**config.mk**
```make
export PLATFORM = sky130hd
export DESIGN_NAME = ram_bist_ctrl
export DESIGN_NICKNAME = d
export VERILOG_FILES = /design/src/rtl/ram_bist_pkg.sv /design/src/rtl/rd_pacer.sv /design/src/rtl/ram_bist_ctrl.sv
export SDC_FILE = /design/constraint.sdc
export NUM_CORES = 1
export LEC_CHECK = 0
export ABC_AREA = 1
export BUFFER_PORTS_ARGS = -buffer_cell sky130_fd_sc_hd__buf_2
export CORE_MARGIN = 2
export CORE_UTILIZATION = 45
export DETAILED_ROUTE_END_ITERATION = 16
export GPL_ROUTABILITY_DRIVEN = 0
export GPL_TIMING_DRIVEN = 0
export SYNTH_ARGS = -nofsm -noshare
export SYNTH_HDL_FRONTEND = slang
export SYNTH_SLANG_ARGS = --single-unit
```
**constraint.sdc**
```tcl
create_clock -name clk -period 1.9 [get_ports clk]
set_clock_uncertainty 0.2 [all_clocks]
set_input_delay 0.095 -clock clk [delete_from_list [all_inputs] [get_ports clk]]
set_output_delay 0.095 -clock clk [all_outputs]
set_load 0.005 [all_outputs]
```
**src/rtl/ram_bist_pkg.sv**
```systemverilog
// Shared types and the data-pattern generator for the RAM write/read-back exerciser.
package ram_bist_pkg;

    typedef enum logic [2:0] {
        IDLE,
        WRITE,
        READ,
        FLUSH,
        DONE
    } state_t;

    localparam logic [1:0] MODE_ADDR = 2'd0;
    localparam logic [1:0] MODE_INV  = 2'd1;
    localparam logic [1:0] MODE_CHK  = 2'd2;
    localparam logic [1:0] MODE_ONES = 2'd3;

    // Widest supported word; callers truncate the result to their own DATA_W.
    localparam int PAT_MAX_W = 64;

    function automatic logic [PAT_MAX_W-1:0] pattern(input logic [1:0]           mode,
                                                     input logic [PAT_MAX_W-1:0] addr);
        case (mode)
            MODE_ADDR: pattern = addr;
            MODE_INV:  pattern = ~addr;
            MODE_CHK:  pattern = addr[0] ? {32{2'b10}} : {32{2'b01}};
            default:   pattern = '1;
        endcase
    endfunction

endpackage

```
**src/rtl/rd_pacer.sv**
```systemverilog
// Free-running divider that emits a one-cycle tick every RD_DIV clocks while not cleared.
module rd_pacer #(
    parameter int RD_DIV = 10_000_000
) (
    input  logic clk,
    input  logic rst_n,
    input  logic clear,
    output logic tick
);

    localparam int               CNT_W    = (RD_DIV > 1) ? $clog2(RD_DIV) : 1;
    localparam logic [CNT_W-1:0] CNT_LAST = CNT_W'(RD_DIV - 1);

    logic [CNT_W-1:0] cnt;

    always_ff @(posedge clk or negedge rst_n) begin
        if (!rst_n) begin
            cnt <= '0;
        end else if (clear || cnt == CNT_LAST) begin
            cnt <= '0;
        end else begin
            cnt <= cnt + CNT_W'(1);
        end
    end

    assign tick = (cnt == CNT_LAST) && !clear;

endmodule

```
**src/rtl/ram_bist_ctrl.sv**
```systemverilog
// RAM exerciser: fills the array with a pattern at one word per clock, then reads it
// back at a paced rate and counts words that differ from the expected pattern.
module ram_bist_ctrl
    import ram_bist_pkg::*;
#(
    parameter int DATA_W = 8,
    parameter int ADDR_W = 8,
    parameter int RD_DIV = 10_000_000,
    parameter int RD_LAT = 1
) (
    input  logic              clk,
    input  logic              rst_n,
    input  logic              start_wr,
    input  logic              start_rd,
    input  logic              abort,
    input  logic [1:0]        mode,
    output logic              w_en,
    output logic              rd_en,
    output logic [ADDR_W-1:0] addr,
    output logic [DATA_W-1:0] data_in,
    input  logic [DATA_W-1:0] data_out,
    output logic              busy,
    output logic              done,
    output logic              err,
    output logic [15:0]       err_cnt
);

    localparam logic [ADDR_W-1:0] ADDR_LAST = '1;
    localparam logic [RD_LAT-1:0] VLD_TAIL  = RD_LAT'(1) << (RD_LAT - 1);

    function automatic logic [15:0] sat_inc(input logic [15:0] v);
        return (v == 16'hFFFF) ? v : v + 16'd1;
    endfunction

    state_t            state, state_nx;
    logic              start_wr_q, start_rd_q, abort_q;
    logic              wr_edge, rd_edge, abort_edge;
    logic              wr_go, rd_go, abort_go;
    logic [1:0]        mode_q;
    logic              tick, pacer_clr;
    logic [DATA_W-1:0] pat;
    logic [RD_LAT-1:0] vld_p;
    logic [DATA_W-1:0] exp_p [RD_LAT];
    logic              drained, cmp_bad;

    always_ff @(posedge clk or negedge rst_n) begin
        if (!rst_n) begin
            start_wr_q <= 1'b0;
            start_rd_q <= 1'b0;
            abort_q    <= 1'b0;
        end else begin
            start_wr_q <= start_wr;
            start_rd_q <= start_rd;
            abort_q    <= abort;
        end
    end

    assign wr_edge    = start_wr & ~start_wr_q;
    assign rd_edge    = start_rd & ~start_rd_q;
    assign abort_edge = abort & ~abort_q;

    // An abort edge outranks both starts even in IDLE, where it otherwise does nothing.
    assign wr_go    = (state == IDLE) && wr_edge && !abort_edge;
    assign rd_go    = (state == IDLE) && rd_edge && !wr_edge && !abort_edge;
    assign abort_go = abort_edge && busy;

    assign pat     = DATA_W'(pattern(mode_q, PAT_MAX_W'(addr)));
    assign data_in = w_en ? pat : '0;

    assign pacer_clr = (state != READ);

    rd_pacer #(
        .RD_DIV(RD_DIV)
    ) u_pacer (
        .clk  (clk),
        .rst_n(rst_n),
        .clear(pacer_clr),
        .tick (tick)
    );

    always_comb begin
        state_nx = state;
        w_en     = 1'b0;
        rd_en    = 1'b0;
        busy     = 1'b0;
        done     = 1'b0;
        case (state)
            IDLE: begin
                if (wr_go) begin
                    state_nx = WRITE;
                end else if (rd_go) begin
                    state_nx = READ;
                end
            end
            WRITE: begin
                w_en = 1'b1;
                busy = 1'b1;
                if (abort_edge) begin
                    state_nx = IDLE;
                end else if (addr == ADDR_LAST) begin
                    state_nx = DONE;
                end
            end
            READ: begin
                rd_en = tick;
                busy  = 1'b1;
                if (abort_edge) begin
                    state_nx = IDLE;
                end else if (tick && addr == ADDR_LAST) begin
                    state_nx = FLUSH;
                end
            end
            FLUSH: begin
                busy = 1'b1;
                if (abort_edge) begin
                    state_nx = IDLE;
                end else if (drained) begin
                    state_nx = DONE;
                end
            end
            DONE: begin
                done     = 1'b1;
                state_nx = IDLE;
            end
            default: state_nx = IDLE;
        endcase
    end

    // The last address rolls over to 0, which is also the value IDLE expects.
    always_ff @(posedge clk or negedge rst_n) begin
        if (!rst_n) begin
            state   <= IDLE;
            addr    <= '0;
            mode_q  <= MODE_ADDR;
            err     <= 1'b0;
            err_cnt <= '0;
        end else begin
            state <= state_nx;
            if (wr_go || rd_go) begin
                addr    <= '0;
                mode_q  <= mode;
                err     <= 1'b0;
                err_cnt <= '0;
            end else begin
                if (abort_go) begin
                    addr <= '0;
                end else if (w_en || rd_en) begin
                    addr <= addr + ADDR_W'(1);
                end
                if (vld_p[RD_LAT-1] && cmp_bad) begin
                    err     <= 1'b1;
                    err_cnt <= sat_inc(err_cnt);
                end
            end
        end
    end

    // Stages p0..p(RD_LAT-1): expected word travels with the strobe until RAM data is valid.
    always_ff @(posedge clk or negedge rst_n) begin
        if (!rst_n) begin
            vld_p <= '0;
        end else if (abort_go) begin
            vld_p <= '0;
        end else begin
            vld_p <= (vld_p << 1) | RD_LAT'(rd_en);
        end
    end

    always_ff @(posedge clk) begin
        exp_p[0] <= pat;
        for (int i = 1; i < RD_LAT; i++) begin
            exp_p[i] <= exp_p[i-1];
        end
    end

    // Compare stage: the last pipeline slot lines up with data_out.
    assign cmp_bad = (data_out != exp_p[RD_LAT-1]);
    assign drained = ((vld_p & ~VLD_TAIL) == '0);

endmodule

```
==> qor.yml, run 1 <==
status: "complete, but fails checks"
violations: "setup timing"
ff_latch_area_sq_um: 1622
stdcell_count: 767
whs_ps: 89.85
grt_use_total: 0.2103
numCtsBuffers: 9
syn_nets: 569
grt_pass1_wl_microns: 16330
synth_warnings: 0
postRouteAntennaNets: 0
slew_viol_final: 0
grt_max_degree: 59
hp-class: "primary input to flop"
syn_inst: 551
finalNetCount: 672
crit_type: "flop to output port"
critPathRequiredTime_ps: 1600
finalSetupViolations: 1
grt_pass1_vias: 3567
crit_slowest_cell: "dfrtp_2"
io_pins: 52
synth_edf_count: 0
finalWorstSetupSlack_ps: -1.682
htreeDepth: 3
synth_seq_cells: 66
start_util: 0.4562
pwr_density_cell_nw_per_um2: 989.4
antenna_found_initial: 0
row_count: 34
cap_violations: 0
fillers: 831
cts_num_sinks: 66
critPathMaxFanout: 2
dr_total_vias: 3798
areaGrowthSynthToFinish_pct: 29.05
wl_per_cell_microns: 12.89
firstDrtPassIters: 5
synth.distinct_cells: 34
p_leak_nw: 2.426
gr-total-overflow: 0
ctsLongestPathBuffers: 2
drt-initial-drc-count: 137
synth_flop_cell: "dfrtp_1"
dieArea_sq_um: 9474
clkSlewWorstSetupHoldPaths_ps: 80
multi_input_area_sq_um: 2175
core-area_sq_um: 8593
viasPerCell: 4.952
die_x_microns: 97.34
ys_seq_area_frac: 0.4111
slowest_delay_ps: 390
cp.arrival_ps: 1610
place_hpwl_microns: 6739
route.detailed.drc: 0
cts_tree: "built"
period_share: 1.001
antenna_cells: 0
peakVddDrop_mv: 0.5842
path_cells: "ha_4, nand2_4, nor2_4, inv_2, nor2_4, nand4_1, buf_6, inv_2, buf_6"
cp-end-kind: "output port"
synth.avg_cell_area_sq_um: 7.114
relSlewSlack: 0.4989
min_from: "data_out[7]"
rsz0062_at_grt: "true"
max_freq_mhz: 525.9
finalHoldViolations: 0
placed_cells: 710
ys_async_sr_fraction: 0.8788
clk_latency_ps: 340
die_h_microns: 97.34
critPathLaunchType: "flop"
syn_area_sq_um: 3920
timing.final.crit_period_ps: 1902
cp_top_family: "flip-flops"
routed_wl_microns: 9884
worstSetupStartpoint: "u_pacer.cnt[0]$_DFF_PN0_"
drive_gt1_frac: 0.2564
path_buf_inv: 4
place.port_buffers: 51
worst_slew_pin_slew_ps: 751.7
dp_slack_ps: -129.6
r2r_start: "u_pacer.cnt[0]$_DFF_PN0_"
clockRootBuffer: "clkbuf_8"
-- through the flow --
step                      power [mW]    util  area, sq um  setup TNS [ps]
after floorplan                2.803       -         3920               0
after global placement         3.244  0.5016         4310           -4647
after detailed placement       3.265  0.5016         4310           -4469
after CTS                      4.601  0.5520         4743          -42.04
after global routing           5.360  0.5887         5059          -763.6
final                          5.005  0.5887         5059          -1.682
-- timing repair --
| action | CTS | global route |
|---|---|---|
| endpoints found under the setup margin | 47 | 55 |
| setup buffers | 13 | 22 |
| pin swaps | 4 | 11 |
| endpoints found under the hold margin | 64 | 0 |
| resized for setup | 29 | 47 |
| hold buffers | 6 | 0 |
-- worst register-to-register path, cell delays in order (launching register included) --
cell and delay (ps):
dfrtp_2 390, ha_4 160, nand2_4 60, nor2_4 110, buf_4 120, buf_4 100, nand2_1 90, nor2_4 130
inv_1 80, nor2_2 110, xor2_1 160, nor2_1 50
-- report_power, final --
group	switching (mW)	leakage [nW]	internal (mW)
registers	0.236	0.848	1.63
logic	1.09	1.48	0.927
clock network	0.537	0.0956	0.587
-- cell type report --
cell class / count / area share
multi-input cells: 414 / 0.4299
flip-flops and latches: 66 / 0.3206
repair buffers: 92 / 0.1160
inverters: 60 / 0.04551
clock buffers: 14 / 0.03438
well taps: 108 / 0.02671
plain buffers: 11 / 0.02498
clock inverters: 2 / 0.001979
-- registers in the layout, indices dropped and copies added (netlist names) --
| register | count |
|---|---|
| addr | 8 |
| exp_p | 8 |
| abort_q | 1 |
| u_pacer.cnt | 24 |
| start_rd_q | 1 |
| start_wr_q | 1 |
| state | 3 |
| err | 1 |
| err_cnt | 16 |
| mode_q | 2 |
| vld_p | 1 |
-- routing by layer --
| metal | share of wire | vias up | global-route usage |
|---|---|---|---|
| li1 | - | 1948 | - |
| met1 | 0.46 | 1741 | 0.2755 |
| met2 | 0.49 | 95 | 0.3478 |
| met3 | 0.040 | 14 | 0.03813 |
| met4 | 0.014 | 0 | 0.08013 |
| met5 | 0 | - | 0 |
-- cell usage after synthesis, types with 2 or more instances --
master / instances / area share
nor2_2: 6 / 0.0096
nor2_4: 2 / 0.0057
xnor2_1: 13 / 0.029
nor3_1: 8 / 0.010
and2_1: 3 / 0.0048
buf_2: 2 / 0.0026
inv_2: 3 / 0.0029
buf_4: 4 / 0.0077
nand2_1: 148 / 0.14
a21oi_1: 7 / 0.0089
xor2_1: 18 / 0.040
buf_6: 3 / 0.0086
dfrtp_1: 58 / 0.37
o21ai_0: 9 / 0.011
nand3b_1: 3 / 0.0057
ha_1: 3 / 0.0096
nand2_2: 5 / 0.0080
nand3_1: 53 / 0.068
nor3b_1: 2 / 0.0038
inv_1: 57 / 0.055
dfxtp_1: 8 / 0.041
a31oi_1: 2 / 0.0032
nor2_1: 106 / 0.10
o211ai_1: 4 / 0.0077
nand4_1: 15 / 0.024
-- cell families after synthesis --
family | share of synthesized area
adder cells (fa/ha/maj) | 0.009577
flip-flops | 0.4111
AND/OR/NAND/NOR | 0.3967
AO/OA/AOI/OAI | 0.03511
buffers and inverters | 0.07820
XOR/XNOR | 0.06926
-- path summary, 6_finish.rpt --
check | slack (ps) | depth (start not counted) | endpoint
worst max-delay path | -2 | 9 | rd_en
min in group asynchronous | 160 | 2 | err$_DFFE_PN0P_
worst min register to register | 320 | 2 | err$_DFFE_PN0P_
worst min-delay path | 90 | 7 | err$_DFFE_PN0P_
worst max register to register | 40 | 11 | u_pacer.cnt[14]$_DFF_PN0_
max in group asynchronous | 800 | 2 | u_pacer.cnt[0]$_DFF_PN0_
-- cell usage in the layout, fill, tap and decap left out, types with 6 or more instances in the layout --
| master | netlist | layout |
|---|---|---|
| nand2_1 | 148 | 143 |
| nor2_1 | 106 | 96 |
| nand3_1 | 53 | 51 |
| dfrtp_1 | 58 | 50 |
| inv_1 | 57 | 49 |
| buf_2 | 2 | 49 |
| buf_4 | 4 | 38 |
| xor2_1 | 18 | 18 |
| nand4_1 | 15 | 15 |
| xnor2_1 | 13 | 13 |
| nor2_4 | 2 | 13 |
| clkbuf_8 | 0 | 11 |
| inv_2 | 3 | 9 |
| nand2_2 | 5 | 8 |
| dfrtp_2 | 0 | 8 |
| dfxtp_1 | 8 | 8 |
| a21oi_1 | 7 | 7 |
| nor3_1 | 8 | 6 |
| o21ai_0 | 9 | 6 |
| dlygate4sd3_1 | 0 | 6 |
Power figures use the tool's default switching activity.
==> run 2, diff against run 1 <==
Settings changed: CORE_UTILIZATION 45 to 29.
==> qor.yml, run 2 (synthesis gave the netlist of run 1 again) <==
htreeDepth: 3  # unchanged
viasPerCell: 4.491  # -9.3%
place.port_buffers: 51  # unchanged
largest_register: "u_pacer.cnt"
peakVddDrop_mv: 0.4442  # -24%
finalNetCount: 658  # -2.1%
crit_type: "flop to output port"
antenna_cells: 0  # unchanged
r2r_slack_ps: 10  # -30 ps
violations: "setup timing"
die_h_microns: 120.3  # +24%
slowest_delay_ps: 350  # -40 ps
fin_util: 0.3797  # -0.2089
drive_gt1_frac: 0.2264  # -0.03009
row_count: 42  # +24%
ctsLongestPathBuffers: 2  # unchanged
cts_num_sinks: 66  # unchanged
antenna_found_initial: 0  # unchanged
max_freq_mhz: 525.7  # about the same
critPathMaxFanout: 2  # unchanged
gr-total-overflow: 0  # unchanged
timing.final.crit_period_ps: 1902  # +0.3789 ps
dp_slack_ps: -136.4  # -6.839 ps
cp-end-kind: "output port"
clkSlewWorstSetupHoldPaths_ps: 60  # -20 ps
clockRootBuffer: "clkbuf_16"
areaGrowthSynthToFinish_pct: 28.28
dr_total_vias: 3687  # -2.9%
die_x_microns: 120.3  # +24%
placed_cells: 778  # +9.6%
stdcell_count: 821  # +7.0%
place_hpwl_microns: 7054  # +4.7%
pwr_density_cell_nw_per_um2: 1004  # +1.5%
worst_slew_pin_slew_ps: 768.4  # +16.68 ps
finalSetupViolations: 1  # unchanged
cp.arrival_ps: 1610  # about the same
cap_violations: 0  # unchanged
grt_use_total: 0.1431  # -0.06712
min_from: "data_out[7]"
slew_viol_final: 0  # unchanged
route.detailed.drc: 0  # unchanged
core-area_sq_um: 13240  # +54%
firstDrtPassIters: 4  # -1
whs_ps: 94.16  # +4.310 ps
layout_common_cells: "nand2_1 (146), nor2_1 (98), dfrtp_1 (54), inv_1 (51)"
critPathRequiredTime_ps: 1600  # about the same
period_share: 1.001  # about the same
finalWorstSetupSlack_ps: -2.061  # -0.3789 ps
grt_pass1_vias: 3460  # -3.0%
grt_pass1_wl_microns: 16550  # +1.3%
clk_latency_ps: 340  # about the same
final_common_cell: "nand2_1"
grt_max_degree: 59  # unchanged
wl_per_cell_microns: 12.04  # -6.5%
start_util: 0.2960  # -0.1602
critPathLaunchType: "flop"
routed_wl_microns: 9888  # about the same
reg.largest.list: "u_pacer.cnt: 24 flops, err_cnt: 16 flops"
status: "complete, but fails checks"
rsz0062_at_grt: "true"
largest_register_ffs: 24  # unchanged
p_leak_nw: 2.355  # -2.9%
relSlewSlack: 0.4878  # -0.01112
r2r_start: "state[0]$_DFFE_PN0P_"
postRouteAntennaNets: 0  # unchanged
dieArea_sq_um: 14460  # +53%
finalHoldViolations: 0  # unchanged
numCtsBuffers: 9  # unchanged
io_pins: 52  # unchanged
worstSetupStartpoint: "u_pacer.cnt[0]$_DFF_PN0_"
timing.setup.tns_ps: -2.061  # -0.3789 ps
crit_slowest_cell: "dfrtp_1"
cts_tree: "built"
path_cells: "ha_2, nand2_2, nor2_4, inv_2, nor2_4, nand4_1, buf_6, inv_2, buf_6"
hp-class: "primary input to flop"
drt-initial-drc-count: 217  # +58%
run 2: changes by cell type in the layout (fill, tap and decap cells not counted), moves of 3 or more:
cell,change
nand2_1,+3
clkbuf_8,-10
dfrtp_2,-4
buf_4,-10
clkbuf_16,+8
nor2_4,-3
dfrtp_1,+4
buf_8,-3
run 2: timing repair:
item	CTS	global route
hold buffers	6	0
buffers inserted	14	7
endpoints found under the setup margin	48	53
endpoints found under the hold margin	64	0
resized for setup	22	28
pin swaps	3	7
run 2: power breakdown:
part / switching, mW / leakage (nW) / internal [mW]
Combinational: 1.01 / 1.37 / 0.694
Clock: 0.606 / 0.130 / 0.915
Sequential: 0.204 / 0.854 / 1.62
run 2: worst max-delay path, delay by kind of cell (launching register included):
family	cells	cell delay, ps
and+or+nand+nor	4	390
buffers and inverters	4	350
DFF	1	350
adders and majority gates	1	190
run 2: layout make-up:
type	count	area, sq um
Buffer	11	95.09
Tap cell	176	220.2
Timing Repair Buffer	78	481.7
Clock inverter	3	17.52
Sequential cell	66	1617
Clock buffer	13	250.2
Fill cell	1425	8214
Inverter	60	225.2
Multi-Input combinational cell	414	2122
run 2: through the flow:
| step | instance area, sq um | total power, mW |
|---|---|---|
| floorplan | 3920 | 2.803 |
| global placement | 4395 | 3.263 |
| detailed placement | 4395 | 3.274 |
| CTS | 4885 | 4.945 |
| global route | 5029 | 5.417 |
| finish | 5029 | 5.050 |
run 2: final timing paths:
path / endpoint / cells after the start
max in group asynchronous: mode_q[1]$_DFFE_PN0N_ / 2
max: rd_en / 9
max reg2reg: addr[5]$_DFFE_PN0P_ / 10
min: err$_DFFE_PN0P_ / 7
min in group asynchronous: u_pacer.cnt[23]$_DFF_PN0_ / 2
min reg2reg: err$_DFFE_PN0P_ / 2
run 2: routing by layer:
| layer | track usage | share of wire |
|---|---|---|
| met5 | 0 | 0 |
| met4 | 0.05596 | 0.015 |
| met1 | 0.1853 | 0.48 |
| met2 | 0.2333 | 0.47 |
| met3 | 0.03113 | 0.038 |
==> run 3, diff against run 2 <==
--- a/config.mk
+++ b/config.mk
@@ -8,4 +8,5 @@
 export ABC_AREA = 1
 export BUFFER_PORTS_ARGS = -buffer_cell sky130_fd_sc_hd__buf_2
+export CAP_MARGIN = 20
 export CORE_MARGIN = 2
 export CORE_UTILIZATION = 29
==> constraint.sdc (replaced) <==
create_clock -name clk -period 1.9 [get_ports clk]
set_clock_uncertainty 0.2 [all_clocks]
set_input_delay 0.38 -clock clk [delete_from_list [all_inputs] [get_ports clk]]
set_output_delay 0.38 -clock clk [all_outputs]
set_load 0.005 [all_outputs]
==> qor.yml, run 3 (synthesis gave the netlist of run 1 again) <==
wl_per_cell_microns: 12.45  # +3.4%
worst_slew_pin_slew_ps: 581.5  # -186.9 ps
io_pins: 52  # unchanged
min_from: "mode[1]"
dieArea_sq_um: 14460  # unchanged
r2r_start: "err_cnt[1]$_DFFE_PN0P_"
cp.arrival_ps: 1680  # +70 ps
violations: "setup timing"
place_hpwl_microns: 7219  # +2.3%
dp_slack_ps: -294.4  # -157.9 ps
fin_util: 0.4115  # +0.03175
die_x_microns: 120.3  # unchanged
relSlewSlack: 0.6123  # +0.1246
reg2reg_depth: 11  # +1
row_count: 42  # unchanged
critPathLaunchType: "flop"
slew_viol_final: 0  # unchanged
layout_common_cells: "nand2_1 (126), nor2_1 (94), dfrtp_1 (53), nand3_1 (51)"
status: "complete, but fails checks"
peakVddDrop_mv: 0.4690  # +5.6%
routed_wl_microns: 10430  # +5.5%
route.detailed.drc: 0  # unchanged
firstDrtPassIters: 4  # unchanged
timing.final.crit_period_ps: 2261  # +359.2 ps
finalHoldViolations: 0  # unchanged
areaGrowthSynthToFinish_pct: 39.00
clkSlewWorstSetupHoldPaths_ps: 60  # about the same
grt_use_total: 0.1497  # +0.006584
cap_violations: 0  # unchanged
grt_max_degree: 37  # -37%
reg.largest.list: "u_pacer.cnt: 24 flops, err_cnt: 16 flops"
rsz0062_at_grt: "true"
p_leak_nw: 2.598  # +10%
numCtsBuffers: 9  # unchanged
crit_type: "flop to output port"
max_freq_mhz: 442.2  # -16%
critPathMaxFanout: 5  # +3
postRouteAntennaNets: 0  # unchanged
holdPathStages: 3  # -4
finalNetCount: 675  # +2.6%
cts_num_sinks: 66  # unchanged
clockRootBuffer: "clkbuf_16"
htreeDepth: 3  # unchanged
worstSetupStartpoint: "mode_q[1]$_DFFE_PN0N_"
period_share: 1.190  # +0.1891
gr-total-overflow: 0  # unchanged
pwr_density_cell_nw_per_um2: 1056  # +5.2%
cts_tree: "built"
start_util: 0.2960  # unchanged
largest_register: "u_pacer.cnt"
antenna_cells: 0  # unchanged
drt-initial-drc-count: 221  # +1.8%
grt_pass1_wl_microns: 17240  # +4.2%
critPathRequiredTime_ps: 1320  # -280 ps
final_common_cell: "nand2_1"
ctsLongestPathBuffers: 2  # unchanged
drive_gt1_frac: 0.3006  # +0.07425
finalWorstSetupSlack_ps: -361.3  # -359.2 ps
dr_total_vias: 3801  # +3.1%
core-area_sq_um: 13240  # unchanged
largest_register_ffs: 24  # unchanged
place.port_buffers: 51  # unchanged
finalSetupViolations: 9  # +8
die_h_microns: 120.3  # unchanged
viasPerCell: 4.536  # +1.0%
clk_latency_ps: 350  # about the same
antenna_found_initial: 0  # unchanged
grt_pass1_vias: 3674  # +6.2%
cp-end-kind: "output port"
hp-class: "primary input to flop"
## run 3: changes by cell type in the layout (fill, tap and decap cells not counted), sizes merged
cell         previous run  this run
buf                    83       100
clkbuf                 13        11
clkinvlp                1         3
dlygate4sd3             6         4
inv                    60        62
## run 3: metrics by stage
step | total power, mW | hold slack (ps) | area [sq um] | setup TNS, ps | instances
floorplan | 2.805 | -115.6 | 3936 | 0 | 551
global route | 6.139 | 80.20 | 5449 | -4012 | 838
global placement | 3.264 | 282.8 | 4412 | -2388 | 778
detailed placement | 3.280 | 217.7 | 4432 | -2582 | 779
CTS | 5.297 | 57.95 | 5126 | -1736 | 828
finish | 5.756 | 60.75 | 5449 | -1753 | 838
## run 3: where the power goes
| part | total (mW) | internal, mW | switching [mW] | leakage (nW) |
|---|---|---|---|---|
| clock | 1.57 | 0.890 | 0.675 | 0.128 |
| combinational | 2.36 | 1.09 | 1.27 | 1.62 |
| sequential | 1.83 | 1.62 | 0.206 | 0.852 |
| total | 5.76 | 3.60 | 2.15 | 2.60 |
## run 3: final timing paths
kind                                             end  slack [ps]
min in group asynchronous   u_pacer.cnt[7]$_DFF_PN0_         370
max reg2reg                  err_cnt[10]$_DFFE_PN0P_          30
min reg2reg                          err$_DFFE_PN0P_         300
max in group asynchronous  u_pacer.cnt[17]$_DFF_PN0_         530
min                            mode_q[1]$_DFFE_PN0N_          60
max                                       data_in[6]        -360
## run 3: final cells by class
cell class,instances,area (sq um)
Multi-Input combinational cell,414,2317
Fill cell,1358,7794
Tap cell,176,220.2
Clock inverter,7,53.80
Buffer,11,120.1
Inverter,60,230.2
Sequential cell,66,1618
Clock buffer,9,225.2
Timing Repair Buffer,95,664.4
## run 3: routing by layer
metal	global-route usage	wire length, microns	vias up
met5	0	0	-
met4	0.07122	154	0
met3	0.03585	447	12
met2	0.2457	5158	64
met1	0.1852	4671	1766
li1	-	-	1959
## run 3: repair_timing
action | CTS | global route
setup endpoints to repair | 48 | 57
gates cloned | 0 | 2
pin swaps | 15 | 27
buffers inserted | 29 | 13
hold buffers | 4 | 0
hold endpoints to repair | 25 | 0
resized for setup | 47 | 66
## run 3: critical path, cell delays in order (launching register included)
cell and delay [ps]:
dfrtp_2 460, nand2_1 130, nor2_2 60, a211oi_1 260
o21ai_1 140, and2_1 160, buf_2 120
